## config.mk

```make
export PLATFORM = sky130hd
export DESIGN_NAME = mc_controller_flat
export DESIGN_NICKNAME = d
export VERILOG_FILES = /design/src/rtl/mc_controller_pkg.sv /design/src/rtl/mc_controller_if.sv /design/src/rtl/mc_controller_alu_decoder.sv /design/src/rtl/mc_controller.sv /design/src/flat_wrapper.sv
export SDC_FILE = /design/constraint.sdc
export NUM_CORES = 1
export LEC_CHECK = 0
export ABC_AREA = 0
export CAP_MARGIN = 5
export CORE_MARGIN = 2
export CORE_UTILIZATION = 33
export DETAILED_ROUTE_END_ITERATION = 8
export MAX_ROUTING_LAYER = met4
export PLACE_DENSITY = 0.74
export SYNTH_ARGS = -nofsm -noshare
export SYNTH_HDL_FRONTEND = slang
export SYNTH_SLANG_ARGS = --single-unit
```

## constraint.sdc

```tcl
create_clock -name clk -period 1.7 [get_ports clk]
set_input_delay 0.255 -clock clk [delete_from_list [all_inputs] [get_ports clk]]
set_output_delay 0.255 -clock clk [all_outputs]
set_load 0.005 [all_outputs]
```

## src/rtl/mc_controller_pkg.sv

```systemverilog
// rtl/mc_controller_pkg.sv - shared encodings for the multicycle controller and datapath
package mc_controller_pkg;

  // 15 controller states; the 16th encoding is unused and recovers to fetch1
  typedef enum logic [3:0] {
    s_fetch1  = 4'd0,
    s_fetch2  = 4'd1,
    s_fetch3  = 4'd2,
    s_fetch4  = 4'd3,
    s_decode  = 4'd4,
    s_memadr  = 4'd5,
    s_lbrd    = 4'd6,
    s_lbwr    = 4'd7,
    s_sbwr    = 4'd8,
    s_rtypeex = 4'd9,
    s_rtypewr = 4'd10,
    s_beqex   = 4'd11,
    s_jex     = 4'd12,
    s_addiex  = 4'd13,
    s_addiwr  = 4'd14
  } state_t;

  // opcodes, instr[31:26]
  localparam logic [5:0] op_lb    = 6'b100000;
  localparam logic [5:0] op_sb    = 6'b101000;
  localparam logic [5:0] op_rtype = 6'b000000;
  localparam logic [5:0] op_beq   = 6'b000100;
  localparam logic [5:0] op_j     = 6'b000010;
  localparam logic [5:0] op_addi  = 6'b001000;

  // R-type function codes, instr[5:0]
  localparam logic [5:0] funct_add = 6'b100000;
  localparam logic [5:0] funct_sub = 6'b100010;
  localparam logic [5:0] funct_and = 6'b100100;
  localparam logic [5:0] funct_or  = 6'b100101;
  localparam logic [5:0] funct_slt = 6'b101010;

  // ALU operation codes seen by the datapath ALU
  localparam logic [2:0] alu_and = 3'b000;
  localparam logic [2:0] alu_or  = 3'b001;
  localparam logic [2:0] alu_add = 3'b010;
  localparam logic [2:0] alu_sub = 3'b110;
  localparam logic [2:0] alu_slt = 3'b111;

  // aluop: what the FSM asks of the ALU decoder
  localparam logic [1:0] aluop_add   = 2'b00;
  localparam logic [1:0] aluop_sub   = 2'b01;
  localparam logic [1:0] aluop_funct = 2'b10;

endpackage

```

## src/rtl/mc_controller_if.sv

```systemverilog
// rtl/mc_controller_if.sv - controller/datapath signal bundle
interface mc_controller_if;
  logic [5:0] op;
  logic [5:0] funct;
  logic       zero;
  logic       memread;
  logic       memwrite;
  logic       alusrca;
  logic [1:0] alusrcb;
  logic       memtoreg;
  logic       regdst;
  logic       iord;
  logic       regwrite;
  logic [3:0] irwrite;
  logic       pcen;
  logic [1:0] pcsrc;
  logic [2:0] alucontrol;

  // controller side: consumes instruction fields and flags, drives controls
  modport master (
    input  op, funct, zero,
    output memread, memwrite, alusrca, alusrcb, memtoreg, regdst, iord,
           regwrite, irwrite, pcen, pcsrc, alucontrol
  );

  // datapath side
  modport slave (
    output op, funct, zero,
    input  memread, memwrite, alusrca, alusrcb, memtoreg, regdst, iord,
           regwrite, irwrite, pcen, pcsrc, alucontrol
  );
endinterface

```

## src/rtl/mc_controller_alu_decoder.sv

```systemverilog
// rtl/mc_controller_alu_decoder.sv - aluop/funct to ALU operation code
module alu_decoder
  import mc_controller_pkg::*;
(
  input  logic [1:0] aluop,
  input  logic [5:0] funct,
  output logic [2:0] alucontrol
);

  // add/sub are forced by the FSM; R-type defers to funct, unknown codes add
  always_comb begin
    alucontrol = alu_add;
    case (aluop)
      aluop_add: alucontrol = alu_add;
      aluop_sub: alucontrol = alu_sub;
      aluop_funct: begin
        case (funct)
          funct_add: alucontrol = alu_add;
          funct_sub: alucontrol = alu_sub;
          funct_and: alucontrol = alu_and;
          funct_or:  alucontrol = alu_or;
          funct_slt: alucontrol = alu_slt;
          default:   alucontrol = alu_add;
        endcase
      end
      default: alucontrol = alu_add;
    endcase
  end

endmodule

```

## src/rtl/mc_controller.sv

```systemverilog
// rtl/mc_controller.sv - multicycle byte-fetch controller FSM
module mc_controller
  import mc_controller_pkg::*;
(
  input  logic clk,
  input  logic reset,
  mc_controller_if.master bus
);

  state_t     state, next_state;
  logic       memread_c, memwrite_c, alusrca_c, memtoreg_c, regdst_c, iord_c, regwrite_c;
  logic [1:0] alusrcb_c, pcsrc_c, aluop;
  logic [3:0] irwrite_c;
  logic       pcwrite, branch;

  // state register; reset drops straight back to fetch1 even mid-instruction
  always_ff @(posedge clk or posedge reset) begin
    if (reset) state <= s_fetch1;
    else       state <= next_state;
  end

  // next-state and Moore control decode; anything not set below stays 0
  always_comb begin
    next_state = s_fetch1;
    memread_c  = 1'b0;
    memwrite_c = 1'b0;
    alusrca_c  = 1'b0;
    alusrcb_c  = 2'b00;
    memtoreg_c = 1'b0;
    regdst_c   = 1'b0;
    iord_c     = 1'b0;
    regwrite_c = 1'b0;
    irwrite_c  = 4'b0000;
    pcwrite    = 1'b0;
    branch     = 1'b0;
    pcsrc_c    = 2'b00;
    aluop      = aluop_add;
    case (state)
      // each fetch state loads one instruction byte and bumps PC by one
      s_fetch1: begin
        memread_c = 1'b1; irwrite_c = 4'b0001; alusrcb_c = 2'b01; pcwrite = 1'b1;
        next_state = s_fetch2;
      end
      s_fetch2: begin
        memread_c = 1'b1; irwrite_c = 4'b0010; alusrcb_c = 2'b01; pcwrite = 1'b1;
        next_state = s_fetch3;
      end
      s_fetch3: begin
        memread_c = 1'b1; irwrite_c = 4'b0100; alusrcb_c = 2'b01; pcwrite = 1'b1;
        next_state = s_fetch4;
      end
      s_fetch4: begin
        memread_c = 1'b1; irwrite_c = 4'b1000; alusrcb_c = 2'b01; pcwrite = 1'b1;
        next_state = s_decode;
      end
      // decode precomputes the branch target while dispatching on op
      s_decode: begin
        alusrcb_c = 2'b11;
        case (bus.op)
          op_lb, op_sb: next_state = s_memadr;
          op_rtype:     next_state = s_rtypeex;
          op_beq:       next_state = s_beqex;
          op_j:         next_state = s_jex;
          op_addi:      next_state = s_addiex;
          default:      next_state = s_fetch1;
        endcase
      end
      s_memadr: begin
        alusrca_c = 1'b1; alusrcb_c = 2'b10;
        if (bus.op == op_lb)      next_state = s_lbrd;
        else if (bus.op == op_sb) next_state = s_sbwr;
        else                      next_state = s_fetch1;
      end
      s_lbrd: begin
        memread_c = 1'b1; iord_c = 1'b1;
        next_state = s_lbwr;
      end
      s_lbwr: begin
        regwrite_c = 1'b1; memtoreg_c = 1'b1;
      end
      s_sbwr: begin
        memwrite_c = 1'b1; iord_c = 1'b1;
      end
      s_rtypeex: begin
        alusrca_c = 1'b1; aluop = aluop_funct;
        next_state = s_rtypewr;
      end
      s_rtypewr: begin
        regwrite_c = 1'b1; regdst_c = 1'b1;
      end
      s_beqex: begin
        alusrca_c = 1'b1; aluop = aluop_sub; branch = 1'b1; pcsrc_c = 2'b01;
      end
      s_jex: begin
        pcwrite = 1'b1; pcsrc_c = 2'b10;
      end
      s_addiex: begin
        alusrca_c = 1'b1; alusrcb_c = 2'b10;
        next_state = s_addiwr;
      end
      s_addiwr: begin
        regwrite_c = 1'b1;
      end
      default: next_state = s_fetch1;
    endcase
  end

  // strobes are masked while reset is high; mux selects already show fetch1
  assign bus.memread  = memread_c & ~reset;
  assign bus.memwrite = memwrite_c & ~reset;
  assign bus.regwrite = regwrite_c & ~reset;
  assign bus.irwrite  = reset ? 4'b0000 : irwrite_c;
  assign bus.pcen     = ~reset & (pcwrite | (branch & bus.zero));
  assign bus.alusrca  = alusrca_c;
  assign bus.alusrcb  = alusrcb_c;
  assign bus.memtoreg = memtoreg_c;
  assign bus.regdst   = regdst_c;
  assign bus.iord     = iord_c;
  assign bus.pcsrc    = pcsrc_c;

  alu_decoder u_alu_decoder (
    .aluop      (aluop),
    .funct      (bus.funct),
    .alucontrol (bus.alucontrol)
  );

endmodule

```

## src/flat_wrapper.sv

```systemverilog
// flat-port wrapper written by rule: the top's interface ports become plain ports
module mc_controller_flat import mc_controller_pkg::*;
  (clk, reset, bus_op, bus_funct, bus_zero, bus_memread, bus_memwrite, bus_alusrca, bus_alusrcb, bus_memtoreg, bus_regdst, bus_iord, bus_regwrite, bus_irwrite, bus_pcen, bus_pcsrc, bus_alucontrol);
  mc_controller_if bus_i ();
  input  logic clk;
  input  logic reset;
  input wire logic [$bits(bus_i.op)-1:0] bus_op;
  input wire logic [$bits(bus_i.funct)-1:0] bus_funct;
  input wire logic [$bits(bus_i.zero)-1:0] bus_zero;
  output wire logic [$bits(bus_i.memread)-1:0] bus_memread;
  output wire logic [$bits(bus_i.memwrite)-1:0] bus_memwrite;
  output wire logic [$bits(bus_i.alusrca)-1:0] bus_alusrca;
  output wire logic [$bits(bus_i.alusrcb)-1:0] bus_alusrcb;
  output wire logic [$bits(bus_i.memtoreg)-1:0] bus_memtoreg;
  output wire logic [$bits(bus_i.regdst)-1:0] bus_regdst;
  output wire logic [$bits(bus_i.iord)-1:0] bus_iord;
  output wire logic [$bits(bus_i.regwrite)-1:0] bus_regwrite;
  output wire logic [$bits(bus_i.irwrite)-1:0] bus_irwrite;
  output wire logic [$bits(bus_i.pcen)-1:0] bus_pcen;
  output wire logic [$bits(bus_i.pcsrc)-1:0] bus_pcsrc;
  output wire logic [$bits(bus_i.alucontrol)-1:0] bus_alucontrol;
  assign bus_i.op = bus_op;
  assign bus_i.funct = bus_funct;
  assign bus_i.zero = bus_zero;
  assign bus_memread = bus_i.memread;
  assign bus_memwrite = bus_i.memwrite;
  assign bus_alusrca = bus_i.alusrca;
  assign bus_alusrcb = bus_i.alusrcb;
  assign bus_memtoreg = bus_i.memtoreg;
  assign bus_regdst = bus_i.regdst;
  assign bus_iord = bus_i.iord;
  assign bus_regwrite = bus_i.regwrite;
  assign bus_irwrite = bus_i.irwrite;
  assign bus_pcen = bus_i.pcen;
  assign bus_pcsrc = bus_i.pcsrc;
  assign bus_alucontrol = bus_i.alucontrol;
  mc_controller u_core (.clk(clk), .reset(reset), .bus(bus_i));
endmodule
```

======== Word-level counts from Yosys, hierarchy flattened ========
Cells that the tools add are included.
word-level totals
  register bits ........................... 4
  bits of input ports ..................... 15
  output and inout bits ................... 19
  logic and storage cells ................. 63
operators by class
  equality and inequality tests ........... 25
  mux-type cells .......................... 20
  bitwise logic cells ..................... 7
  reduce and logical (&&, ||, !) cells .... 10
operator list
  operator                                                          number
  6-bit == test (second input constant)                             6
  4-bit case mux with 9 select lines                                1
  4-bit == test (second input constant)                             7
  4-bit case mux with 5 select lines                                1
  4-bit by 3-bit == test with 1-bit output (second input constant)  4
  4-bit case mux with 4 select lines                                1
  4-bit two-way mux                                                 3
  3-bit case mux with 4 select lines                                1
  5-bit OR reduction                                                2
  1-bit two-way mux                                                 9
  4-bit by 2-bit == test with 1-bit output (second input constant)  2
  2-bit case mux with 2 select lines                                2
  4-bit OR reduction                                                2
  6-bit by 2-bit == test with 1-bit output (second input constant)  1
  6-bit by 3-bit == test with 1-bit output (second input constant)  1
  6-bit by 4-bit == test with 1-bit output (second input constant)  1
  6-bit logical NOT                                                 1
  2-bit case mux with 3 select lines                                1
  3-bit case mux with 2 select lines                                1
  2-bit OR reduction                                                3
  1-bit AND                                                         5
  4-bit by 1-bit == test with 1-bit output (second input constant)  1
  4-bit logical NOT                                                 1
  3-bit OR reduction                                                1
  4 further kinds                                                   4

======== Depth between registers and ports, before layout ========
Gate-level depths: netlist of run 1.
  word-level depth ........................ 5
  gate-level depth with buffers ........... 8
  gate-level depth less buffers ........... 7

======== By module ========
A second synthesis of run 1 with hierarchy kept.
second synthesis, totals
  cells, all modules ...................... 83
  area, all modules ....................... 584.3 µm²
modules (own cells, without submodules)
  module         instances  cells an instance  area each (µm²)  sequential area each (µm²)
  mc_controller  1          68                 465.4            100.1
  alu_decoder    1          15                 118.9            0.0

======== Least setup slack after synthesis of run 1 ========
No wires, ideal clock.
  path type ............................... reg-to-output
  from .................................... register u_core.state[1]
  to ...................................... output bus_alucontrol[1]
  data arrival time ....................... 1.427 ns
  data required time ...................... 1.445 ns
  path slack .............................. 0.018 ns
  cell stages (with the launch flop) ...... 8
  path buffers ............................ 1
  cells stage by stage .................... dfrtp_1 buf_2 nand2_1 nor2_1 inv_1 ha_1 inv_1 a211o_1
on the way
  cells in the longest elaborated chain, start to end .. 4
  elaborated cells between the ends (all ways) .. 6
  those cells by class .................... eq/ne (4); mux (2)
ends and longest elaborated chain
  what                                                                       RTL line                         source
  start, declared                                                            mc_controller.sv:10              state_t state, next_state;
  start signal, assigned                                                     mc_controller.sv:18              if (reset) state <= s_fetch1;
  start signal, assigned                                                     mc_controller.sv:19              else state <= next_state;
  4-bit == test                                                              mc_controller.sv:38              case (state)
  2-bit case mux with 2 select lines *                                       mc_controller.sv:38
  2-bit == test or 2-bit by 1-bit == test with 1-bit output (tied branches)  mc_controller_alu_decoder.sv:13  case (aluop)
  3-bit case mux with 2 select lines *                                       mc_controller_alu_decoder.sv:13
  end, declared                                                              flat_wrapper.sv:21               output wire logic [$bits(bus_i.alucontrol)-1:0] bus_alucontrol;
Mark *: on every way between the ends. The rest lies on a longest branch, timed or not.

======== Final worst setup path of run 1 ========
  from .................................... register u_core.state[0]
  to ...................................... output bus_alucontrol[1]
Same word-level chain as after synthesis.

==> flow_metrics.env, run 1 <==
export IMPL_outcome="complete, but fails checks"
export IMPL_violations="negative setup slack"
export IMPL_regToRegStartpoint="u_core.state[1]"
export IMPL_synth_seq_area_share_pct=16.9
export IMPL_vias=1064
export IMPL_ys_ff_latch=4
export IMPL_finalPower_mw=1.70
export IMPL_route_detailed_drc=0
export IMPL_synth_warnings=0
export IMPL_placedCellCount=159
export IMPL_tightest_slew_ns=0.422
export IMPL_async_flop_share_pct=100
export IMPL_clk_pin_slew_ns=0.04
export IMPL_drtPass1Iterations=4
export IMPL_area_growth_pct=149
export IMPL_synth_area_um2=593
export IMPL_placed_area_mm2=0.00107
export IMPL_cp_end_kind="output port"
export IMPL_cts_tree="built"
export IMPL_drt_iter0_markers=38
export IMPL_fmax_ghz=0.506
export IMPL_fp_dieH_um=46.4
export IMPL_coreArea_mm2=0.00171
export IMPL_dieArea_mm2=0.00215
export IMPL_max_vdd_ir_drop_mv=0.976
export IMPL_start_util_pct=34.7
export IMPL_required_ns=1.44
export IMPL_final_util_pct=86.4
export IMPL_clockRootBuffer="clkbuf_4"
export IMPL_cts_sinks=4
export IMPL_worstReg2RegEnd="u_core.state[3]"
export IMPL_synth_top_cells_by_area="dfrtp_1 (17%), nor2_1 (9.5%), ha_1 (6.3%), nand2b_1 (6.3%), a21oi_1 (5.1%)"
export IMPL_reg2reg_depth=10
export IMPL_setup_viol=9
export IMPL_syn_nets=104
export IMPL_start_kind="flop"
export IMPL_post_route_period_util_pct=116
export IMPL_synthFlopType="dfrtp_1"
export IMPL_gp_congestion=0.858
export IMPL_synth_edff_count=0
export IMPL_largest_reg_flops=4
export IMPL_slew_viol_final=0
export IMPL_diodes=0
export IMPL_synth_top_area_share_pct=16.9
export IMPL_clockBufferDepth=2
export IMPL_nets=184
export IMPL_rows=15
export IMPL_postCtsHoldBufs=0
export IMPL_leakage_nw=0.663
export IMPL_whs_ns=0.524
export IMPL_final_common_cell="buf_4"
export IMPL_fin_area_mm2=0.00148
export IMPL_grt_first_pass_wirelength_um=4180
export IMPL_top_register="u_core.state"
export IMPL_cts_buffers=3
export IMPL_yosysTopAreaCell="dfrtp_1"
export IMPL_final_hold_viol_count=0
export IMPL_critPathMaxFanout=3
export IMPL_viasPerCell=5.63
export IMPL_worst_r2r_setup_slack_ns=-0.05
export IMPL_fin_skew_ns=0.00251
export IMPL_grt_pass1_vias=972
export IMPL_overflow=0
export IMPL_ios=34
export IMPL_clk_latency_ns=0.25
export IMPL_syn_avg_cell_area_um2=6.90
export IMPL_h_tree_depth=1
export IMPL_rsz0062_at_grt="yes"
export IMPL_ant_nets=0
export IMPL_final_instance_count_excl_fill=189
export IMPL_wl_per_cell_um=18.6
export IMPL_dp_hpwl_um=1540
export IMPL_grt_max_degree=9
export IMPL_powerDensity_mw_per_mm2=1160
export IMPL_ys_types=32
export IMPL_slew_headroom_pct=71.5
export IMPL_wl_um=3510
export IMPL_io_buffers=33
export IMPL_fin_crit_ns=1.98
export IMPL_synth_cells=86
export IMPL_top_regs="u_core.state: 4 flops"
export IMPL_critical_path_class="reg -> out"
export IMPL_layout_common_cells="buf_4 (33), buf_2 (15), clkdlybuf4s50_1 (14), buf_6 (13), nor2_1 (8)"
export IMPL_cap_violations=0
export IMPL_hp_class="in -> async"
export IMPL_setup_slack_ns=-0.277
export IMPL_gr_usage_all_layers_pct=29.0
export IMPL_cp_arrival_ns=1.72
export IMPL_die_x_um=46.4
export IMPL_final_layout_size_suffix_gt1_share_pct=62.8
export IMPL_antenna_found_initial=0
## kinds of logic (layout without fill, tap and decap cells)
kind of cell	count (synthesis)	in the layout	share of synthesized area (%)
AND/OR/NAND/NOR	46	46	43.5
AO/OA/AOI/OAI	21	21	23.4
buffers and inverters	11	89	8.23
adder cells (fa/ha/maj)	4	4	8.02
flip-flops	4	4	16.9
## cell type report
| type | instances | area, um^2 |
|---|---|---|
| clock buffers | 3 | 22.5 |
| fillers | 87 | 233 |
| inverters | 7 | 28.8 |
| multi-input cells | 71 | 638 |
| flip-flops and latches | 4 | 101 |
| well taps | 25 | 31.3 |
| repair buffers | 79 | 653 |
## what timing repair did
action | 4_1_cts | 5_1_grt
pin swaps | 16 | 12
gates resized for setup | 104 | 26
setup endpoints to repair | 19 | 19
hold endpoints to repair | 0 | 0
buffers inserted | 21 | 10
## synthesized netlist by cell type (2+ instances only)
master / n
or3_1: 2
nor4b_1: 2
nor2b_1: 3
and3b_1: 3
nand3_1: 3
o21ai_0: 3
inv_1: 7
nor3b_1: 3
a32oi_1: 2
nand2_1: 2
nand2b_1: 6
buf_2: 3
nor2_1: 15
nor3_1: 4
a21oi_1: 6
dfrtp_1: 4
ha_1: 3
## worst max path at each step
| stage | start | end | slack, ns | depth (start not counted) |
|---|---|---|---|---|
| after CTS | u_core.state[0] | bus_alucontrol[1] | -0.21 | 8 |
| after floorplan | u_core.state[1] | bus_alucontrol[1] | 0.02 | 7 |
| final | u_core.state[0] | bus_alucontrol[1] | -0.28 | 7 |
| after detailed placement | u_core.state[2] | bus_alucontrol[1] | -0.38 | 7 |
| after global routing | u_core.state[3] | bus_alucontrol[2] | -0.32 | 9 |
| after global placement | u_core.state[2] | bus_alucontrol[1] | -0.33 | 7 |
## report_power, final
part / internal (mW) / switching [mW] / leakage [nW]
clock network: 0.0798 / 0.0514 / 0.0138
registers: 0.132 / 0.0372 / 0.0500
logic: 0.762 / 0.642 / 0.599
total: 0.974 / 0.731 / 0.663
## through the flow
step                TNS, ns  worst slack, ns
finish                -1.19           -0.277
global route          -1.71           -0.317
CTS                  -0.801           -0.213
detailed placement    -2.74           -0.381
global placement      -2.36           -0.329
floorplan                 0           0.0182
## routing by layer
layer  part of all wire (%)  vias to the layer above  GRT usage [%]  wire, um
met1                     37                      504           26.8      1280
met5                      0                        -              -         0
met4                    5.8                        0           14.3       203
met2                     50                       67           54.7      1770
met3                    7.2                       22           6.67       253
li1                       -                      471              -         -
## worst max-delay path, stage by stage, from the launching register on
cell     delay, ns
dfrtp_1       0.40
buf_4         0.14
nand2_2       0.11
nor2_4        0.05
buf_4         0.13
ha_1          0.21
a211o_1       0.29
buf_2         0.13
Power figures use the tool's default switching activity.
==> run 2: changes to the inputs <==
Settings changed: CTS_BUF_LIST set to sky130_fd_sc_hd__clkbuf_4 sky130_fd_sc_hd__clkbuf_8 sky130_fd_sc_hd__clkbuf_16, PLACE_DENSITY 0.74 to 0.84.
==> run 2 against run 1 <==
Routed wire length shrank 11%. Sequential share of layout area grew 0.38 points. Total power shrank 11%. Worst hold slack lost 0.0080 ns. Die area is the same. Clock-buffer cell count is the same. Sequential power grew 5%. Register-to-register slack gained 0.15 ns. First-iteration DRC count grew 16%. Highest routed layer unchanged. The flow still finishes with violations (negative setup slack). Global-route usage shrank 0.58 points. Maximum frequency grew 0.81%.
==> flow_metrics.env, run 2 (synthesis gave the netlist of run 1 again) <==
export IMPL_layout_common_cells="buf_4 (31), clkdlybuf4s50_1 (14), buf_2 (13), buf_6 (9), nor2_1 (8)"
export IMPL_final_hold_viol_count=0
export IMPL_drtPass1Iterations=4
export IMPL_violations="negative setup slack"
export IMPL_wl_met2_um=1570
export IMPL_fp_dieH_um=46.4
export IMPL_powerDensity_mw_per_mm2=1080
export IMPL_cts_buffers=3
export IMPL_ant_nets=0
export IMPL_coreArea_mm2=0.00171
export IMPL_top_register="u_core.state"
export IMPL_gr_usage_all_layers_pct=28.5
export IMPL_cts_tree="built"
export IMPL_regToRegStartpoint="u_core.state[1]"
export IMPL_gp_congestion=0.868
export IMPL_diodes=0
export IMPL_slew_viol_final=0
export IMPL_dp_hpwl_um=1690
export IMPL_cap_violations=0
export IMPL_tightest_slew_ns=0.483
export IMPL_largest_reg_flops=4
export IMPL_route_detailed_drc=0
export IMPL_start_kind="flop"
export IMPL_worstReg2RegEnd="u_core.state[2]"
export IMPL_clockRootBuffer="clkbuf_4"
export IMPL_nets=178
export IMPL_critPathMaxFanout=3
export IMPL_reg2reg_depth=6
export IMPL_overflow=0
export IMPL_rsz0062_at_grt="yes"
export IMPL_clk_pin_slew_ns=0.04
export IMPL_hp_class="in -> async"
export IMPL_critical_path_class="reg -> out"
export IMPL_pwr_share_seq_pct=11.6
export IMPL_wl_um=3130
export IMPL_outcome="complete, but fails checks"
export IMPL_rows=15
export IMPL_placed_area_mm2=0.00109
export IMPL_setup_slack_ns=-0.261
export IMPL_vias=988
export IMPL_clockPowerShare_pct=8.4
export IMPL_fill_cells=98
export IMPL_routed_top_layer="met4"
export IMPL_required_ns=1.44
export IMPL_final_util_pct=82.9
export IMPL_finalPower_mw=1.52
export IMPL_slew_headroom_pct=67.4
export IMPL_cts_sinks=4
export IMPL_final_layout_size_suffix_gt1_share_pct=60.1
export IMPL_p_switching_mw=0.655
export IMPL_fmax_ghz=0.510
export IMPL_wl_per_cell_um=17.1
export IMPL_postCtsHoldBufs=0
export IMPL_worst_r2r_setup_slack_ns=0.10
export IMPL_wl_met3_um=221
export IMPL_io_buffers=33
export IMPL_fin_area_mm2=0.00142
export IMPL_grt_pass1_vias=934
export IMPL_leakage_nw=0.629
export IMPL_h_tree_depth=1
export IMPL_top_regs="u_core.state: 4 flops"
export IMPL_post_route_period_util_pct=115
export IMPL_cp_end_kind="output port"
export IMPL_dieArea_mm2=0.00215
export IMPL_grt_max_degree=15
export IMPL_max_vdd_ir_drop_mv=0.743
export IMPL_fin_skew_ns=0.00171
export IMPL_pre_cts_ws_ns=-0.363
export IMPL_clk_latency_ns=0.24
export IMPL_ios=34
export IMPL_viasPerCell=5.40
export IMPL_antenna_found_initial=0
export IMPL_cp_arrival_ns=1.71
export IMPL_pwr_share_comb_pct=80.0
export IMPL_drt_iter0_markers=44
export IMPL_switching_share_pct=43.0
export IMPL_fin_crit_ns=1.96
export IMPL_internal_power_mw=0.868
export IMPL_start_util_pct=34.7
export IMPL_wl_met1_um=1180
export IMPL_grt_first_pass_wirelength_um=4160
export IMPL_final_common_cell="buf_4"
export IMPL_area_growth_pct=139
export IMPL_clockBufferDepth=2
export IMPL_setup_viol=12
export IMPL_die_x_um=46.4
==> run 2: power by group through the flow <==
stage	combinational, mW	sequential [mW]	clock, mW
4_1_cts	0.977	0.170	0.121
5_1_grt	1.26	0.183	0.139
2_1_floorplan	0.323	0.157	0
6_report	1.22	0.177	0.127
3_3_place_gp	0.700	0.154	0
3_5_place_dp	0.715	0.154	0
==> run 2: area by class of cell <==
class	instances	area, um^2	area share (%)
Tap cell	25	31.3	2.21
Multi-Input combinational cell	71	629	44.5
Clock buffer	3	22.5	1.59
Timing Repair Buffer	73	603	42.6
Sequential cell	4	103	7.25
Inverter	7	26.3	1.86
==> run 2: per-stage QoR <==
stage	cells	TNS [ns]	hold WS [ns]
6_report	183	-1.74	0.516
5_1_grt	183	-2.29	0.506
4_1_cts	178	-1.05	0.500
3_5_place_dp	161	-3.02	0.651
3_3_place_gp	161	-2.47	0.631
2_1_floorplan	86	0	0.0295
==> run 2: repair_timing <==
item / in CTS / in global routing
gates cloned: 0 / 0
pin swaps: 9 / 8
setup endpoints to repair: 19 / 19
setup buffers: 14 / 7
resized for setup: 87 / 36
==> run 2: worst max path at each step <==
stage / to / depth (start not counted) / startpoint / slack, ns
2_1_floorplan: bus_alucontrol[1] / 7 / u_core.state[1] / 0.02
3_3_place_gp: bus_alucontrol[1] / 7 / u_core.state[2] / -0.31
3_5_place_dp: bus_alucontrol[1] / 7 / u_core.state[2] / -0.36
4_1_cts: bus_alucontrol[2] / 9 / u_core.state[3] / -0.21
5_1_grt: bus_alucontrol[2] / 9 / u_core.state[3] / -0.30
6_report: bus_alucontrol[2] / 9 / u_core.state[3] / -0.26
==> run 2: critical path, cell delays in order, from the launching register on <==
cell      delay, ns
dfrtp_1        0.40
buf_6          0.13
nand2b_4       0.08
nand2b_4       0.15
inv_2          0.05
ha_4           0.15
and3b_1        0.18
a21oi_2        0.14
nor2_1         0.06
buf_2          0.12
==> run 2: metal layers <==
metal | global-route usage (%) | vias up
met4 | 14.9 | 0
met5 | - | -
met2 | 49.7 | 65
met1 | 29.3 | 453
met3 | 6.27 | 16
li1 | - | 454
==> run 3: changes to the inputs <==
--- a/config.mk
+++ b/config.mk
@@ -12,4 +12,5 @@
 export CTS_BUF_LIST = sky130_fd_sc_hd__clkbuf_4 sky130_fd_sc_hd__clkbuf_8 sky130_fd_sc_hd__clkbuf_16
 export DETAILED_ROUTE_END_ITERATION = 8
+export GPL_TIMING_DRIVEN = 0
 export MAX_ROUTING_LAYER = met4
 export PLACE_DENSITY = 0.84
==> constraint.sdc (replaced) <==
create_clock -name clk -period 1.7 [get_ports clk]
set_input_delay 0.255 -clock clk [delete_from_list [all_inputs] [get_ports clk]]
set_output_delay 0.255 -clock clk [all_outputs]
set_load 0.01 [all_outputs]
==> run 3 against run 2 <==
The flow still finishes with violations (negative setup slack). Register-to-register slack improved by 0.19 ns. Maximum frequency increased by 1.6%. Setup slack improved by 0.030 ns. Sequential power decreased by 4%. Worst hold slack worse by 0.37 ns. Clock-buffer cell count did not move. Critical endpoint unchanged. Sequential share of layout area increased by 1.1 points. Total power is 12% lower. Utilization fell by 11 points. Clock power shrank 4%. Cell area down 13%. Largest power group unchanged.
==> flow_metrics.env, run 3 (synthesis gave the netlist of run 1 again) <==
export IMPL_outcome="complete, but fails checks"
export IMPL_violations="negative setup slack"
export IMPL_cts_buffers=3
export IMPL_reg2reg_depth=4
export IMPL_clk_latency_ns=0.24
export IMPL_start_kind="flop"
export IMPL_top_regs="u_core.state: 4 flops"
export IMPL_coreArea_mm2=0.00171
export IMPL_postCtsHoldBufs=0
export IMPL_setup_viol=6
export IMPL_critPathMaxFanout=4
export IMPL_dieArea_mm2=0.00215
export IMPL_wl_per_cell_um=15.3
export IMPL_placed_area_um2=960
export IMPL_drtPass1Iterations=4
export IMPL_gp_congestion=0.935
export IMPL_clockRootBuffer="clkbuf_4"
export IMPL_cp_arrival_ns=1.68
export IMPL_setup_slack_ns=-0.231
export IMPL_clockBufferDepth=2
export IMPL_fin_area_mm2=0.00123
export IMPL_fin_skew_ns=0.00452
export IMPL_final_hold_viol_count=0
export IMPL_cap_violations=0
export IMPL_nets=164
export IMPL_gr_usage_all_layers_pct=23.6
export IMPL_final_util_pct=72.0
export IMPL_rows=15
export IMPL_viasPerCell=5.31
export IMPL_slew_headroom_pct=71.1
export IMPL_critical_path_class="reg -> out"
export IMPL_h_tree_depth=1
export IMPL_die_x_um=46.4
export IMPL_regToRegStartpoint="u_core.state[1]"
export IMPL_area_growth_pct=107
export IMPL_fp_dieH_um=46.4
export IMPL_grt_first_pass_wirelength_um=3510
export IMPL_top_register="u_core.state"
export IMPL_max_vdd_ir_drop_mv=1.12
export IMPL_fin_crit_ns=1.93
export IMPL_route_detailed_drc=0
export IMPL_grt_pass1_vias=852
export IMPL_final_layout_size_suffix_gt1_share_pct=48.6
export IMPL_dp_hpwl_um=1490
export IMPL_rsz0062_at_grt="yes"
export IMPL_worst_r2r_setup_slack_ns=0.29
export IMPL_cts_tree="built"
export IMPL_powerDensity_mw_per_mm2=1090
export IMPL_layout_common_cells="buf_4 (16), clkdlybuf4s50_1 (13), buf_2 (11), nor2_1 (10), buf_6 (9)"
export IMPL_ios=34
export IMPL_post_route_period_util_pct=114
export IMPL_worstReg2RegEnd="u_core.state[2]"
export IMPL_antenna_found_initial=0
export IMPL_fmax_ghz=0.518
export IMPL_tightest_slew_ns=0.427
export IMPL_drt_iter0_markers=26
export IMPL_ant_nets=0
export IMPL_slew_viol_final=0
export IMPL_overflow=0
export IMPL_wl_um=2590
export IMPL_required_ns=1.44
export IMPL_io_buffers=33
export IMPL_start_util_pct=34.7
export IMPL_hp_class="in -> async"
export IMPL_diodes=0
export IMPL_clk_pin_slew_ns=0.04
export IMPL_cp_end_kind="output port"
export IMPL_grt_max_degree=11
export IMPL_leakage_nw=0.555
export IMPL_largest_reg_flops=4
export IMPL_final_common_cell="buf_4"
export IMPL_cts_sinks=4
export IMPL_vias=897
==> run 3: worst max-delay path: stages (launching register included) <==
cell and delay [ns]:
dfrtp_2 0.42, buf_6 0.12, nor2b_4 0.13, nand2b_4 0.09
inv_2 0.05, ha_4 0.15, and3b_1 0.18, a21oi_2 0.12
nor2_1 0.05, buf_2 0.13
==> run 3: worst max path at each step <==
stage                          startpoint           endpoint  slack [ns]  cells after the start
final                     u_core.state[0]  bus_alucontrol[2]       -0.23                      9
after global routing      u_core.state[0]  bus_alucontrol[2]       -0.28                      9
after CTS                 u_core.state[0]  bus_alucontrol[2]       -0.24                      9
after detailed placement  u_core.state[2]  bus_alucontrol[2]       -0.53                      8
after global placement    u_core.state[2]  bus_alucontrol[1]       -0.52                      7
after floorplan           u_core.state[1]  bus_alucontrol[1]        0.02                      7
==> run 3: final cells by class <==
cell class              count  area, um^2
multi-input cells          71         563
fillers                   125         478
repair buffers             55         440
flip-flops and latches      4         103
plain buffers               4        41.3
well taps                  25        31.3
inverters                   7        28.8
clock buffers               3        22.5
==> run 3: layer usage <==
layer  up-vias  wire length [um]  track usage [%]
met5         -                 0                -
met4         0                 8             8.57
met3         2               183             5.10
met2        36              1430             44.2
met1       432               967             23.4
li1        427                 -                -
==> run 3: stage by stage <==
step | hold slack, ns | instances | worst slack (ns) | power, mW | TNS, ns
after global placement | 0.610 | 144 | -0.516 | 0.765 | -3.98
after global routing | 0.179 | 169 | -0.283 | 1.40 | -1.12
after detailed placement | 0.618 | 144 | -0.528 | 0.776 | -4.21
final | 0.147 | 169 | -0.231 | 1.35 | -0.768
after CTS | 0.133 | 162 | -0.238 | 1.14 | -0.707
after floorplan | 0.0295 | 86 | 0.0165 | 0.520 | 0
==> run 3: power breakdown <==
| part | internal, mW | switching (mW) |
|---|---|---|
| Sequential | 0.132 | 0.0379 |
| Clock | 0.0792 | 0.0425 |
| Combinational | 0.556 | 0.499 |
| Total | 0.768 | 0.579 |
==> run 3: repair_timing <==
action,CTS,global route
buffers inserted,15,9
resized for setup,83,28
setup endpoints to repair,19,16
pin swaps,8,7
